$ cat src/rtl/pipe_hazard_unit.sv
// rtl/pipe_hazard_unit.sv - ID-stage forwarding, stall, flush and multiplier scoreboard
// Optional stall counter built only when HAZARD_PERF_EN is defined.
module pipe_hazard_unit #(
  parameter int REG_ADDR_W = 5,
  parameter int MUL_LAT    = 4,
  parameter int CNT_W      = 3,
  parameter int PERF_W     = 32
) (
  input  logic                  clk,
  input  logic                  rst,
  input  logic [REG_ADDR_W-1:0] d_rs,
  input  logic [REG_ADDR_W-1:0] d_rt,
  input  logic                  d_use_rs,
  input  logic                  d_use_rt,
  input  logic                  d_is_branch,
  input  logic                  d_branch_ne,
  input  logic                  rs_rt_equ,
  input  logic                  d_is_mul,
  input  logic [REG_ADDR_W-1:0] d_des,
  input  logic [REG_ADDR_W-1:0] e_des,
  input  logic [REG_ADDR_W-1:0] m_des,
  input  logic                  e_write_reg,
  input  logic                  m_write_reg,
  input  logic                  e_mem_to_reg,
  input  logic                  m_mem_to_reg,
  output logic [1:0]            fwd_a,
  output logic [1:0]            fwd_b,
  output logic                  write_pc_ir,
  output logic                  bubble,
  output logic                  flush_if,
  output logic                  mul_busy,
  output logic [PERF_W-1:0]     stall_cycles
);

  typedef enum logic {RUN, MUL_WAIT} state_t;

  state_t                  state;
  logic [CNT_W-1:0]        mul_cnt;
  logic [REG_ADDR_W-1:0]   mul_des;

  logic rs_nz, rt_nz, des_nz;
  logic e_match_rs, e_match_rt, m_match_rs, m_match_rt;
  logic load_use, br_dep, mul_dep, stall, taken;

  assign rs_nz  = (d_rs  != '0);
  assign rt_nz  = (d_rt  != '0);
  assign des_nz = (d_des != '0);

  // A zero specifier never matches, so r0 can neither forward nor stall.
  assign e_match_rs = d_use_rs & e_write_reg & rs_nz & (e_des == d_rs);
  assign e_match_rt = d_use_rt & e_write_reg & rt_nz & (e_des == d_rt);
  assign m_match_rs = d_use_rs & m_write_reg & rs_nz & (m_des == d_rs);
  assign m_match_rt = d_use_rt & m_write_reg & rt_nz & (m_des == d_rt);

  assign load_use = (e_match_rs | e_match_rt) & e_mem_to_reg;
  assign br_dep   = d_is_branch & (e_match_rs | e_match_rt);

  assign mul_dep = (state == MUL_WAIT) &
                   (d_is_mul |
                    (d_use_rs & rs_nz & (d_rs == mul_des)) |
                    (d_use_rt & rt_nz & (d_rt == mul_des)) |
                    (des_nz & (d_des == mul_des)));

  assign stall = (load_use | br_dep | mul_dep) & ~rst;
  assign taken = d_is_branch & (d_branch_ne ? ~rs_rt_equ : rs_rt_equ);

  always_comb begin
    fwd_a = 2'b00;
    if (!rst) begin
      if (e_match_rs && !e_mem_to_reg) fwd_a = 2'b01;
      else if (m_match_rs)             fwd_a = m_mem_to_reg ? 2'b11 : 2'b10;
    end
  end

  always_comb begin
    fwd_b = 2'b00;
    if (!rst) begin
      if (e_match_rt && !e_mem_to_reg) fwd_b = 2'b01;
      else if (m_match_rt)             fwd_b = m_mem_to_reg ? 2'b11 : 2'b10;
    end
  end

  assign write_pc_ir = ~stall;
  assign bubble      = stall;
  assign flush_if    = taken & ~stall & ~rst;
  assign mul_busy    = (state == MUL_WAIT) & ~rst;

  // A stalled multiply must not claim the scoreboard; it retries next cycle.
  always_ff @(posedge clk) begin
    if (rst) begin
      state   <= RUN;
      mul_cnt <= '0;
      mul_des <= '0;
    end else begin
      case (state)
        RUN: begin
          if (d_is_mul && !stall) begin
            mul_cnt <= CNT_W'(MUL_LAT - 1);
            mul_des <= d_des;
            state   <= MUL_WAIT;
          end
        end
        MUL_WAIT: begin
          mul_cnt <= mul_cnt - CNT_W'(1);
          if (mul_cnt == CNT_W'(1)) state <= RUN;
        end
        default: state <= RUN;
      endcase
    end
  end

`ifdef HAZARD_PERF_EN
  logic [PERF_W-1:0] perf_cnt;

  always_ff @(posedge clk) begin
    if (rst)                          perf_cnt <= '0;
    else if (stall && perf_cnt != '1) perf_cnt <= perf_cnt + PERF_W'(1);
  end

  assign stall_cycles = perf_cnt;
`else
  assign stall_cycles = '0;
`endif

endmodule

$ cat config.mk
export PLATFORM = sky130hd
export DESIGN_NAME = pipe_hazard_unit
export DESIGN_NICKNAME = d
export VERILOG_FILES = /design/src/rtl/pipe_hazard_unit.sv
export SDC_FILE = /design/constraint.sdc
export NUM_CORES = 1
export LEC_CHECK = 0
export CORE_MARGIN = 2
export CORE_UTILIZATION = 38
export CTS_BUF_LIST = sky130_fd_sc_hd__clkbuf_8
export DETAILED_ROUTE_END_ITERATION = 12
export PLACE_DENSITY_LB_ADDON = 0.05
export SYNTH_ARGS = -nofsm -noshare
export SYNTH_HDL_FRONTEND = slang
export SYNTH_SLANG_ARGS = --single-unit
export TNS_END_PERCENT = 5
$ cat constraint.sdc
create_clock -name clk -period 2.4 [get_ports clk]
set_input_delay 0.24 -clock clk [delete_from_list [all_inputs] [get_ports clk]]
set_output_delay 0.24 -clock clk [all_outputs]
set_load 0.01 [all_outputs]
==> summary.md, run 1 <==
Clock insertion delay at the later pin of the skew report: 230 ps. Summing the sequential cell areas from Yosys gives 14.7% of the chip area. The vertical die dimension came out at 60.7 um.

For this run, the top clock speed supported by timing is 432 MHz. The count of pins over their slew limit was 0. The main combinational cell family by area after synthesis was XOR/XNOR gates. The row count is 20.

The number of buffers inserted by port buffering is 44, and the width of the chip is 60.7 um. The delay of the slowest critical-path stage was 440 ps. The clock net in this run drives a total of 9 sinks. After clock tree synthesis, the clock-pin slew on the worst setup and hold paths is 50 ps. The power per cell area is 315 mW/mm^2.

The master of the slowest instance on the critical path is sky130_fd_sc_hd__or4_4. The number of different library cells used by synthesis comes to 33. Post-synthesis share of cell area spent on xor and xnor gates: 25.1%. The initial core utilization is 40.0%.

The iteration-0 DRC count of the detailed router is 31, and the required time at the endpoint of the critical path is 2160 ps. Summed over all layers, the global routing overflow is 0. In the final timing run, aggregate negative setup slack is 0 ps. In the synthesized netlist, the number of instances is 151. The worst setup slack for register-to-register paths is 160 ps.

In the final layout, the share of cells above drive strength 1 is 30.3%. The portion of the clock cycle consumed by the worst path in the final layout came out at 96.4%. The region available for standard cell placement spans 0.00305 mm^2. The worst setup path is captured at an output pin. Setup repair after global routing could not meet its margin everywhere.

The area share of the leading cell type in the synthesized netlist works out to 19.7%. Antenna cell count: 0. The endpoint identified for the worst register-to-register timing path is mul_cnt[0]$_SDFFE_PP0P_. The tightest min-delay check is of the primary input to flip-flop type.

The count of maximum capacitance violations was 0. After detailed routing, the total wire length is 3.48 mm. Detailed placement finished with a half-perimeter wire length of 2.71 mm.

Following the worst setup path forward leads to its endpoint at flush_if. The top fanout value on the critical path came out at 3. The maximum root-to-sink buffer count was 2; the number of antenna violations at the first check in global routing was 0. For the first-pass GRT wire length, the log shows 5.44 mm. The die covers 0.00369 mm^2. The number of detailed-route iterations in the first pass is 4, and the H-tree level count is 1. The worst register-to-register path begins at mul_des[0]$_SDFFE_PP0P_. The run gives 0 as the count of hold buffers inserted by post-cts repair. Across the routed clock network, the largest skew measured is 2.40 ps.

The worst setup path is of the primary input to output pin kind. Across the VDD grid, the largest voltage drop is 0.513 mV. TritonCTS built the clock tree. The run gives 1246 as the total number of vias.

Global routing consumed, over all layers together, 19.2% of the routing resources. For this design the static power due to leakage is 0.951 nW. Sorting the synthesized cells by area gives the leading types as sky130_fd_sc_hd__buf_4 20%, sky130_fd_sc_hd__xnor2_1 15%, sky130_fd_sc_hd__dfxtp_1 15%, sky130_fd_sc_hd__xor2_1 10%, sky130_fd_sc_hd__nor4_1 3.6%. The number of clock buffers added by TritonCTS is 3. Tracing the worst setup path back leads to its startpoint at d_rt[4].

The run finished with clean final reports. CTS placed an instance of sky130_fd_sc_hd__clkbuf_8 at the clock tree root. 77 I/O pins were placed. The count of unresolved DRC violations after routing was 0; the number of cell instances on the worst register-to-register path was 13. The signal on the critical path passes through dlygate4sd2_1, or4_4, o21ai_4, nand4b_2, a211o_1, nand2_2, buf_6, nor4b_4, buf_2. Hold is met by 441 ps. The multiplexer share of the synthesized area works out to 0%. Of all cell types, the one taking the most synthesized area is sky130_fd_sc_hd__buf_4. In this run, placement finished with an instance count of 263. During synthesis, Yosys emitted a total of 0 warnings.

The nature of the critical path startpoint is a primary input. Counting flops and latches in the post-synthesis netlist gives 9. Setup violations remaining at the end of the flow were counted as 0.

The post-synthesis area per instance works out to 8.10 um^2. The mean routed wirelength per cell works out to 12.7 um. The post-synthesis compound-gate area fraction is 15.4%, and the critical path arrival is 2070 ps. The run gives 0 as the number of endpoints with negative hold slack in the final report.

The synthesized netlist devotes 2.05% of its cell area to adder and majority cells. After the flow finishes, the layout carries non-filler instances totaling 275. Entering global routing, the biggest net connects 16 pins. The layout overhead on the synthesized area is 65.1%. The post-synthesis share of cell area spent on and, or, nand and nor gates is 19.8%, and the number of vias per cell after detailed routing is 4.53. The congestion estimate from routability-driven global placement came to 0.850. After synthesis the cells add up to 0.00122 mm^2.

The final period demand of the worst path came out at 2310 ps. The residual antenna-violating net count after detailed routing was 0; the total number of nets in the final design was 271. The number of global-route vias before repair came out at 1244.
placed cells by master, fill, tap and decap left out, types with 3 or more instances in the layout:
cell type	n
sky130_fd_sc_hd__clkbuf_8	3
sky130_fd_sc_hd__buf_4	33
sky130_fd_sc_hd__nand4_1	4
sky130_fd_sc_hd__nand2b_1	3
sky130_fd_sc_hd__dfxtp_1	5
sky130_fd_sc_hd__dlymetal6s2s_1	9
sky130_fd_sc_hd__conb_1	32
sky130_fd_sc_hd__nand2_1	4
sky130_fd_sc_hd__buf_6	3
sky130_fd_sc_hd__dlygate4sd2_1	6
sky130_fd_sc_hd__xor2_1	14
sky130_fd_sc_hd__nor4_2	3
sky130_fd_sc_hd__clkdlybuf4s50_1	21
sky130_fd_sc_hd__o21ai_1	8
sky130_fd_sc_hd__or3b_1	5
sky130_fd_sc_hd__a211oi_2	3
sky130_fd_sc_hd__clkbuf_2	5
sky130_fd_sc_hd__inv_1	6
sky130_fd_sc_hd__nor2_1	3
sky130_fd_sc_hd__xnor2_1	19
sky130_fd_sc_hd__dfxtp_2	4
sky130_fd_sc_hd__a21oi_1	5
worst min-delay path by stage:
stage                                       start                      end  slack, ps  cells after the start
after floorplan                               rst         state$_SDFF_PP0_        310                      1
after global placement    mul_cnt[2]$_SDFFE_PP0P_  mul_cnt[2]$_SDFFE_PP0P_        470                      2
after detailed placement  mul_cnt[2]$_SDFFE_PP0P_  mul_cnt[2]$_SDFFE_PP0P_        500                      2
after CTS                 mul_cnt[2]$_SDFFE_PP0P_  mul_cnt[2]$_SDFFE_PP0P_        510                      2
after global routing                     d_des[0]  mul_des[0]$_SDFFE_PP0P_        460                      3
final                                    d_des[3]  mul_des[3]$_SDFFE_PP0P_        440                      3
registers in the layout (all words and copies together), names as in the netlist:
signal and flops:
mul_cnt 3, mul_des 5, state 1
per-stage QoR:
| stage | setup slack [ps] | utilization [%] | area [um^2] | power [mW] |
|---|---|---|---|---|
| after floorplan | 291 | - | 1340 | 0.334 |
| after global placement | -546 | 58.5 | 1790 | 0.430 |
| after detailed placement | -594 | 58.5 | 1790 | 0.434 |
| after CTS | -143 | 63.0 | 1920 | 0.620 |
| after global routing | -2.99 | 66.1 | 2020 | 0.678 |
| final | 85.9 | 66.1 | 2020 | 0.635 |
critical path: cells and delay by family:
kind	cells	cell delay (ps)
AND/OR/NAND/NOR	4	920
buffers and inverters	3	560
AO/OA/AOI/OAI	2	350
power breakdown:
group,total [mW],internal (mW),leakage (nW),switching [mW]
clock,0.173,0.112,0.0269,0.0612
sequential,0.177,0.163,0.0759,0.0140
combinational,0.285,0.149,0.848,0.136
logic make-up (layout without fill, tap and decap cells):
kind of cell             after synthesis  count (layout)
adder cells (fa/ha/maj)                2               2
XOR/XNOR                              35              35
other                                  1              32
AO/OA/AOI/OAI                         28              28
AND/OR/NAND/NOR                       36              36
flip-flops                             9               9
buffers and inverters                 40              89
final cells by class:
class                           instances  area (um^2)
Fill cell                             269         1030
Sequential cell                         9          185
Tap cell                               44         55.1
Clock inverter                          1         3.75
Multi-Input combinational cell        133         1010
Timing Repair Buffer                   80          708
Inverter                                5         18.8
Clock buffer                            3         41.3
routing by layer:
layer,up-vias,global-route usage [%],wire [um]
met4,0,4.04,12
met5,-,0,0
met3,2,2.56,226
met1,581,25.7,1520
li1,625,-,-
met2,38,33.2,1720
cells in the mapped netlist:
master	n
sky130_fd_sc_hd__nor2_1	3
sky130_fd_sc_hd__dfxtp_1	9
sky130_fd_sc_hd__buf_4	32
sky130_fd_sc_hd__nor4_1	7
sky130_fd_sc_hd__xnor2_1	21
sky130_fd_sc_hd__or2_0	1
sky130_fd_sc_hd__conb_1	1
sky130_fd_sc_hd__or4_1	2
sky130_fd_sc_hd__nand4_1	4
sky130_fd_sc_hd__nor2b_1	1
sky130_fd_sc_hd__xor2_1	14
sky130_fd_sc_hd__or3b_1	5
sky130_fd_sc_hd__o21a_1	2
sky130_fd_sc_hd__a21oi_1	5
sky130_fd_sc_hd__nand2_1	5
sky130_fd_sc_hd__clkbuf_1	2
sky130_fd_sc_hd__or3_1	1
sky130_fd_sc_hd__a211oi_1	4
sky130_fd_sc_hd__a311oi_1	1
sky130_fd_sc_hd__nand2b_1	3
sky130_fd_sc_hd__a211oi_2	1
sky130_fd_sc_hd__o21ai_1	7
sky130_fd_sc_hd__nand4b_2	2
sky130_fd_sc_hd__nand3b_1	1
sky130_fd_sc_hd__o31ai_1	2
sky130_fd_sc_hd__nor4b_1	1
sky130_fd_sc_hd__ha_1	2
sky130_fd_sc_hd__o21ai_0	2
sky130_fd_sc_hd__o21ai_2	2
sky130_fd_sc_hd__inv_1	5
sky130_fd_sc_hd__buf_6	1
sky130_fd_sc_hd__a41o_1	1
sky130_fd_sc_hd__a211o_1	1
timing repair:
item,4_1_cts,5_1_grt
buffers inserted,8,1
pin swaps,10,16
resized for setup,29,39
endpoints found under the setup margin,7,7
Note: power is estimated with default switching activity, not from simulation.
==> run 2: changes to the inputs <==
--- a/config.mk
+++ b/config.mk
@@ -9,7 +9,8 @@
 export CORE_UTILIZATION = 38
 export CTS_BUF_LIST = sky130_fd_sc_hd__clkbuf_8
 export DETAILED_ROUTE_END_ITERATION = 12
-export PLACE_DENSITY_LB_ADDON = 0.05
+export HOLD_SLACK_MARGIN = 0.06
+export PLACE_DENSITY = 0.85
 export SYNTH_ARGS = -nofsm -noshare
 export SYNTH_HDL_FRONTEND = slang
 export SYNTH_SLANG_ARGS = --single-unit
==> summary.md, run 2 (synthesis gave the netlist of run 1 again) <==
The flow ran to the end, but the final reports show violations. The checks that failed: setup timing. The register with the most flip-flops in the layout has 5 of them.

IR analysis of the VDD net gives a maximum drop of 0.196 mV. For the worst setup path, the data required time is 2160 ps. In this design, the largest share of critical-path delay is due to simple AND/OR/NAND/NOR gates. The die covers 0.00369 mm^2. Following the worst setup path forward leads to its endpoint at flush_if. Setup repair after global routing could not meet its margin everywhere. Leaving out fill and tap cells, the most frequent cells in the layout are 33 x sky130_fd_sc_hd__buf_4, 32 x sky130_fd_sc_hd__conb_1, 21 x sky130_fd_sc_hd__xnor2_1, 21 x sky130_fd_sc_hd__clkdlybuf4s50_1, 14 x sky130_fd_sc_hd__xor2_1. The tools report the maximum root-to-sink buffer count as 2. The run gives 65.8% as the core occupancy in the finished layout. The total wire length is 3.86 mm, and the layout overhead on the synthesized area is 64.3%. Delay of the slowest critical-path stage: 520 ps. Master of the slowest instance on the critical path: sky130_fd_sc_hd__or4_4. After clock tree synthesis, the clock-pin slew on the worst setup and hold paths is 50 ps. The tools report the cell chosen for the clock root as sky130_fd_sc_hd__clkbuf_8.

The congestion estimate from routability-driven global placement came to 0.844. Count of buffering cells on the critical path with inverters included: 3. The reported leakage power is 0.973 nW.

The register with the most flip-flops in the final layout is mul_des. H-tree level count: 1. In the final routed layout, each cell accounts on average for 14.0 um. Number of antenna violations at the first check in global routing: 0. After layout, the worst path uses 102% of the clock period. The count of nets left with antenna violations once routing finished came out at 0. The tools report the number of endpoints with negative hold slack in the final report as 0.

The run gives 181 um^2 as the total area of sequential cells. The critical path start-end classification is primary input to output pin. The number of cell instances on the worst register-to-register path is 14, and the vertical die dimension is 60.7 um. The worst register-to-register path has a setup slack of 20 ps. For the area of all placed cells without fillers, the log shows 0.00201 mm^2.

The core region is 0.00305 mm^2. In this run the power density over the cells is 321 mW/mm^2. On the final layout, the worst hold slack is 423 ps.

The clock insertion delay at the later pin of the skew report was 240 ps. For the first-pass GRT wire length, the log shows 5.49 mm. Once the floorplan was initialized, standard cells occupied 40.0% of the core. The row count is 20.

TritonCTS built the clock tree. Worst min-delay path startpoint: d_des[3]. STA classifies the critical path endpoint as an output pin. During placement, the flow inserted port buffers numbering 44. Summing over every cut layer, the via total after detailed routing is 1290. In the final design database the tool counted 272 nets. The global-route usage over all layers was 20.0%; the antenna cell count was 0.

The final worst slack is -41.9 ps, and the layout cell share with drive strength beyond 1 is 26.3%. The die is 60.7 um wide. The run gives 0 as the global-route congestion overflow total. After detailed placement, the total cell area comes to 0.00179 mm^2. The smallest clock period supported by the final layout is computed as 2440 ps.

The worst register-to-register path begins at mul_des[4]$_SDFFE_PP0P_. The run gives -41.9 ps as the setup total negative slack. The sum of net half-perimeters after detailed placement is 2.62 mm, and the number of vias per cell after detailed routing is 4.67. During I/O placement, the number of pins put on the boundary was 77. The number of sinks handled by clock tree synthesis is 9, and the maximum number of pins on one net before global-route repair is 13. In the final layout, the registers with the most flip-flops are mul_des (5), mul_cnt (3), state (1). TritonCTS created 3 clock buffers. The logs give 0 for the count of unresolved DRC violations after routing and -676 ps for the worst slack after detailed placement. Data arrives at the worst endpoint at 2200 ps. Leaving out fill and tap cells, the most frequent cell in the layout is sky130_fd_sc_hd__buf_4. Summing all multi-input logic gate instances after layout gives 963 um^2. The worst register-to-register path ends at mul_cnt[0]$_SDFFE_PP0P_. Along the worst path, the maximum fanout reaches 3.

The count of maximum capacitance violations is 0. The iteration-0 DRC count of the detailed router was 52; the number of filler instances in the final layout was 253. For the final database, setup skew stands at 3.41 ps. STA classifies the critical path startpoint as a primary input.

Hold repair after CTS inserted 0 buffers. The path length in cells of the critical path is 9. For the number of detailed-route iterations in the first pass, the log shows 4.

Classification of the worst-slack hold path: primary input to flip-flop. In this run the worst setup path begins at d_rs[2]. Number of setup violations in the final report: 1.

The signal on the critical path passes through dlygate4sd2_1, or4_4, o21ai_4, nor4_2, a211oi_2, buf_4, nand2_2, nor4b_2, buf_2. Count of pins over their slew limit: 0. The number of global-route vias before repair came out at 1220.

Upper clock frequency limit: 410 MHz.
[run 2: cell types whose count changed in the layout (fill, tap and decap cells not counted), moves of 2 or more]
cell / before / now
sky130_fd_sc_hd__dfxtp_1: 5 / 8
sky130_fd_sc_hd__dfxtp_2: 4 / 1
sky130_fd_sc_hd__buf_2: 1 / 3
sky130_fd_sc_hd__dlymetal6s2s_1: 9 / 13
sky130_fd_sc_hd__xnor2_2: 2 / 0
sky130_fd_sc_hd__clkbuf_2: 5 / 0
sky130_fd_sc_hd__xnor2_1: 19 / 21
[run 2: worst reg2reg max path: stages (launching register included)]
cell                       delay (ps)
sky130_fd_sc_hd__dfxtp_1          310
sky130_fd_sc_hd__buf_4            150
sky130_fd_sc_hd__xnor2_1          170
sky130_fd_sc_hd__nand4_1          170
sky130_fd_sc_hd__nor4_4           180
sky130_fd_sc_hd__a211oi_2          70
sky130_fd_sc_hd__buf_4            140
sky130_fd_sc_hd__buf_4            120
sky130_fd_sc_hd__buf_4            120
sky130_fd_sc_hd__buf_4            120
sky130_fd_sc_hd__buf_4            120
sky130_fd_sc_hd__buf_4            130
sky130_fd_sc_hd__buf_4            130
sky130_fd_sc_hd__a311oi_2         250
sky130_fd_sc_hd__a211oi_1          70
[run 2: repair_timing]
action	in CTS	in global routing
gates cloned	0	0
pin swaps	8	11
buffers inserted	7	1
endpoints found under the setup margin	7	12
endpoints found under the hold margin	0	0
resized for setup	33	20
[run 2: report_power, final]
group	total [mW]	internal (mW)	leakage, nW	switching [mW]
clock	0.178	0.112	0.0269	0.0662
sequential	0.176	0.163	0.0746	0.0133
combinational	0.291	0.151	0.872	0.139
total	0.645	0.426	0.973	0.219
[run 2: cell type report]
class / count / area share, %
Multi-Input combinational cell: 133 / 48.0
Timing Repair Buffer: 81 / 37.1
Sequential cell: 9 / 9.03
Tap cell: 44 / 2.74
Clock buffer: 3 / 2.06
Inverter: 5 / 0.935
Clock inverter: 1 / 0.187
[run 2: how the worst min path moves through the flow]
stage                               to  slack, ps  cells after the start
3_3_place_gp   mul_cnt[2]$_SDFFE_PP0P_        480                      2
6_report       mul_des[3]$_SDFFE_PP0P_        420                      3
4_1_cts        mul_cnt[2]$_SDFFE_PP0P_        510                      2
2_1_floorplan         state$_SDFF_PP0_        310                      1
3_5_place_dp   mul_cnt[2]$_SDFFE_PP0P_        500                      2
5_1_grt        mul_des[3]$_SDFFE_PP0P_        470                      3
[run 2: metal layers]
layer / GRT usage, % / part of all wire (%) / up-vias
li1: - / - / 634
met1: 24.7 / 42 / 589
met2: 35.5 / 50 / 62
met3: 2.35 / 7.0 / 5
met4: 7.45 / 1.5 / 0
met5: 0 / 0 / -
[run 2: through the flow]
stage / std cells / total power, mW
after floorplan: 182 / 0.334
after global placement: 264 / 0.432
after detailed placement: 264 / 0.437
after CTS: 275 / 0.632
after global routing: 276 / 0.683
final: 276 / 0.645
==> run 3: changes to the inputs <==
--- a/config.mk
+++ b/config.mk
@@ -6,11 +6,11 @@
 export NUM_CORES = 1
 export LEC_CHECK = 0
 export CORE_MARGIN = 2
-export CORE_UTILIZATION = 38
-export CTS_BUF_LIST = sky130_fd_sc_hd__clkbuf_8
+export CORE_UTILIZATION = 34
+export CTS_BUF_LIST = sky130_fd_sc_hd__clkbuf_2 sky130_fd_sc_hd__clkbuf_4 sky130_fd_sc_hd__clkbuf_8
 export DETAILED_ROUTE_END_ITERATION = 12
 export HOLD_SLACK_MARGIN = 0.06
-export PLACE_DENSITY = 0.85
+export PLACE_DENSITY = 0.8
 export SYNTH_ARGS = -nofsm -noshare
 export SYNTH_HDL_FRONTEND = slang
 export SYNTH_SLANG_ARGS = --single-unit
==> constraint.sdc (replaced) <==
create_clock -name clk -period 2.2 [get_ports clk]
set_input_delay 0.22 -clock clk [delete_from_list [all_inputs] [get_ports clk]]
set_output_delay 0.22 -clock clk [all_outputs]
set_load 0.01 [all_outputs]
==> summary.md, run 3 (synthesis gave the netlist of run 1 again) <==
The antenna cell count is 0, and the flip-flop count of the largest register after layout is 5. Global routing used 15.8% of the available tracks. The routed layout has 1270 vias. The tools report the number of instances in the placed design as 273. The logs give 9 for the number of sinks handled by clock tree synthesis and 0.00339 mm^2 for the area of the placeable core. Number of global-route vias before repair: 1144.

The critical path is of the primary input to output pin type. Entering global routing, the biggest net connects 13 pins. No sink is reached through more buffers than the 2 on the longest clock path. The count of unresolved DRC violations after routing is 0, and the final worst slack is -7.31 ps.

The die is 64.0 um wide. The register name with the most flops was mul_des. The checks that failed: setup timing. Data arrives at the worst endpoint at 1990 ps. Routability-driven placement finished with a final weighted congestion of 0.872.

Detailed placement finished with a half-perimeter wire length of 2.61 mm. For the number of cells in the finished layout apart from fillers, the log shows 282. Master of the slowest instance on the critical path: sky130_fd_sc_hd__or4_4.

The power per cell area is 327 mW/mm^2, and the total wire length is 3.63 mm. The initial utilization of the core area, before any placement, comes to 36.1%. The number of setup violations in the final report is 1. For this design the static power due to leakage is 0.984 nW.

The count of nets left with antenna violations once routing finished came out at 0. Across the VDD grid, the largest voltage drop is 0.224 mV. The initialized floorplan defines 21 standard-cell rows. Data on the critical path is required at its endpoint by 1980 ps. The total CTS buffers was 3; the top fanout value on the critical path was 2. The final period demand of the worst path is 2210 ps. The tightest hold path in the finished design has a slack of 344 ps. The run gives 0 as the number of antenna violations at the first check in global routing.

Setup repair after global routing could not meet its margin everywhere. The tools report the nature of the critical path startpoint as a primary input. The clock arrives with 0.793 ps of skew. The element type at the critical path end was an output pin. The largest registers in the layout are mul_des (5), mul_cnt (3), state (1).

For the H-tree level count, the log shows 1. The classification of the worst-slack hold path is primary input to flip-flop. For the core occupancy in the finished layout, the log shows 59.9%. In the layout the commonest cells are 33 x sky130_fd_sc_hd__buf_4, 32 x sky130_fd_sc_hd__conb_1, 19 x sky130_fd_sc_hd__xnor2_1. The die is 64.0 um tall. For the count of hold buffers inserted by post-cts repair, the log shows 0.

Setup total negative slack: -7.31 ps. Traced cell by cell, the critical path runs through buf_6, or4_4, o21ai_2, buf_4, nand4b_4, a211o_1, nand2_2, nor4b_4, buf_2. The largest single stage delay on the critical path is 530 ps. The number of endpoints with negative hold slack in the final report was 0.

The global-route congestion overflow total is 0. The run gives 0 as the count of pins over their slew limit. In the final routed layout, each cell accounts on average for 12.9 um. The number of vias per cell after detailed routing came out at 4.50.

The completed layout was analyzed and its total power is 0.663 mW. The tool flagged a number of max-cap violations equal to 0. In this run the clock root is driven by a sky130_fd_sc_hd__clkbuf_4.

The most frequent standard cell in the layout excluding fill and tap cells was sky130_fd_sc_hd__buf_4. The first routing iteration left 43 violations. For this run, the detailed router's first-pass iteration total came to 4. Clock-pin slew on the worst setup and hold paths: 70 ps. TritonCTS built the clock tree. The count of pins on the block boundary came out at 77. The first global-routing pass estimated 5.10 mm of wire. During placement, the flow inserted port buffers numbering 44.

The run finished, with violations left. In the final design database the tool counted 276 nets. The die covers 0.00409 mm^2. Derived from the worst setup path, the maximum achievable clock frequency is 453 MHz.

The portion of the clock cycle consumed by the worst path in the final layout was 100%. The post-route netlist has 32.6% of its cells at a drive strength greater than 1. Compared with the post-synthesis result, the final layout area differs by 66.1%. The clock reaches the later pin of the worst-skew pair after 260 ps.
## run 3: per-layer routing
| metal | wire (um) | track usage, % | up-vias |
|---|---|---|---|
| li1 | - | - | 636 |
| met1 | 1560 | 19.5 | 575 |
| met2 | 1820 | 27.3 | 54 |
| met3 | 238 | 4.05 | 5 |
| met4 | 21 | 3.26 | 0 |
| met5 | 0 | 0 | - |
## run 3: critical path, delay by kind of cell
kind                   cells  cell delay, ps
and+or+nand+nor            4            1040
AOI/OAI and AO/OA          2             330
buffers and inverters      3             390
## run 3: final cells by class
class / instances / area, um^2
clock buffer: 4 / 30.0
timing repair buffer: 85 / 747
multi-input combinational: 133 / 993
tap: 46 / 57.6
fill: 292 / 1360
inverter: 5 / 18.8
sequential: 9 / 184
## run 3: timing repair
action,in CTS,in global routing
pin swaps,7,16
buffers inserted,1,6
gates resized for setup,41,48
setup endpoints to repair,12,7
## run 3: path summary, 6_finish.rpt
check	startpoint	endpoint	slack (ps)	cells past startpoint
setup / recovery	d_rs[4]	flush_if	-7	9
setup reg to reg	mul_des[1]$_SDFFE_PP0P_	mul_cnt[0]$_SDFFE_PP0P_	540	7
hold / removal	d_des[4]	mul_des[4]$_SDFFE_PP0P_	340	3
hold reg to reg	mul_cnt[2]$_SDFFE_PP0P_	mul_cnt[2]$_SDFFE_PP0P_	490	2
## run 3: report_power, final
group / leakage (nW) / switching [mW] / total [mW] / internal, mW
combinational: 0.890 / 0.157 / 0.330 / 0.173
clock: 0.0184 / 0.0632 / 0.146 / 0.0824
sequential: 0.0755 / 0.0108 / 0.188 / 0.177
total: 0.984 / 0.231 / 0.663 / 0.433
## run 3: per-stage QoR
step / cell area, um^2 / worst slack, ps
finish: 2030 / -7.31
global route: 2030 / -68.0
CTS: 1900 / -50.0
detailed placement: 1850 / -733
global placement: 1850 / -706
floorplan: 1340 / 131
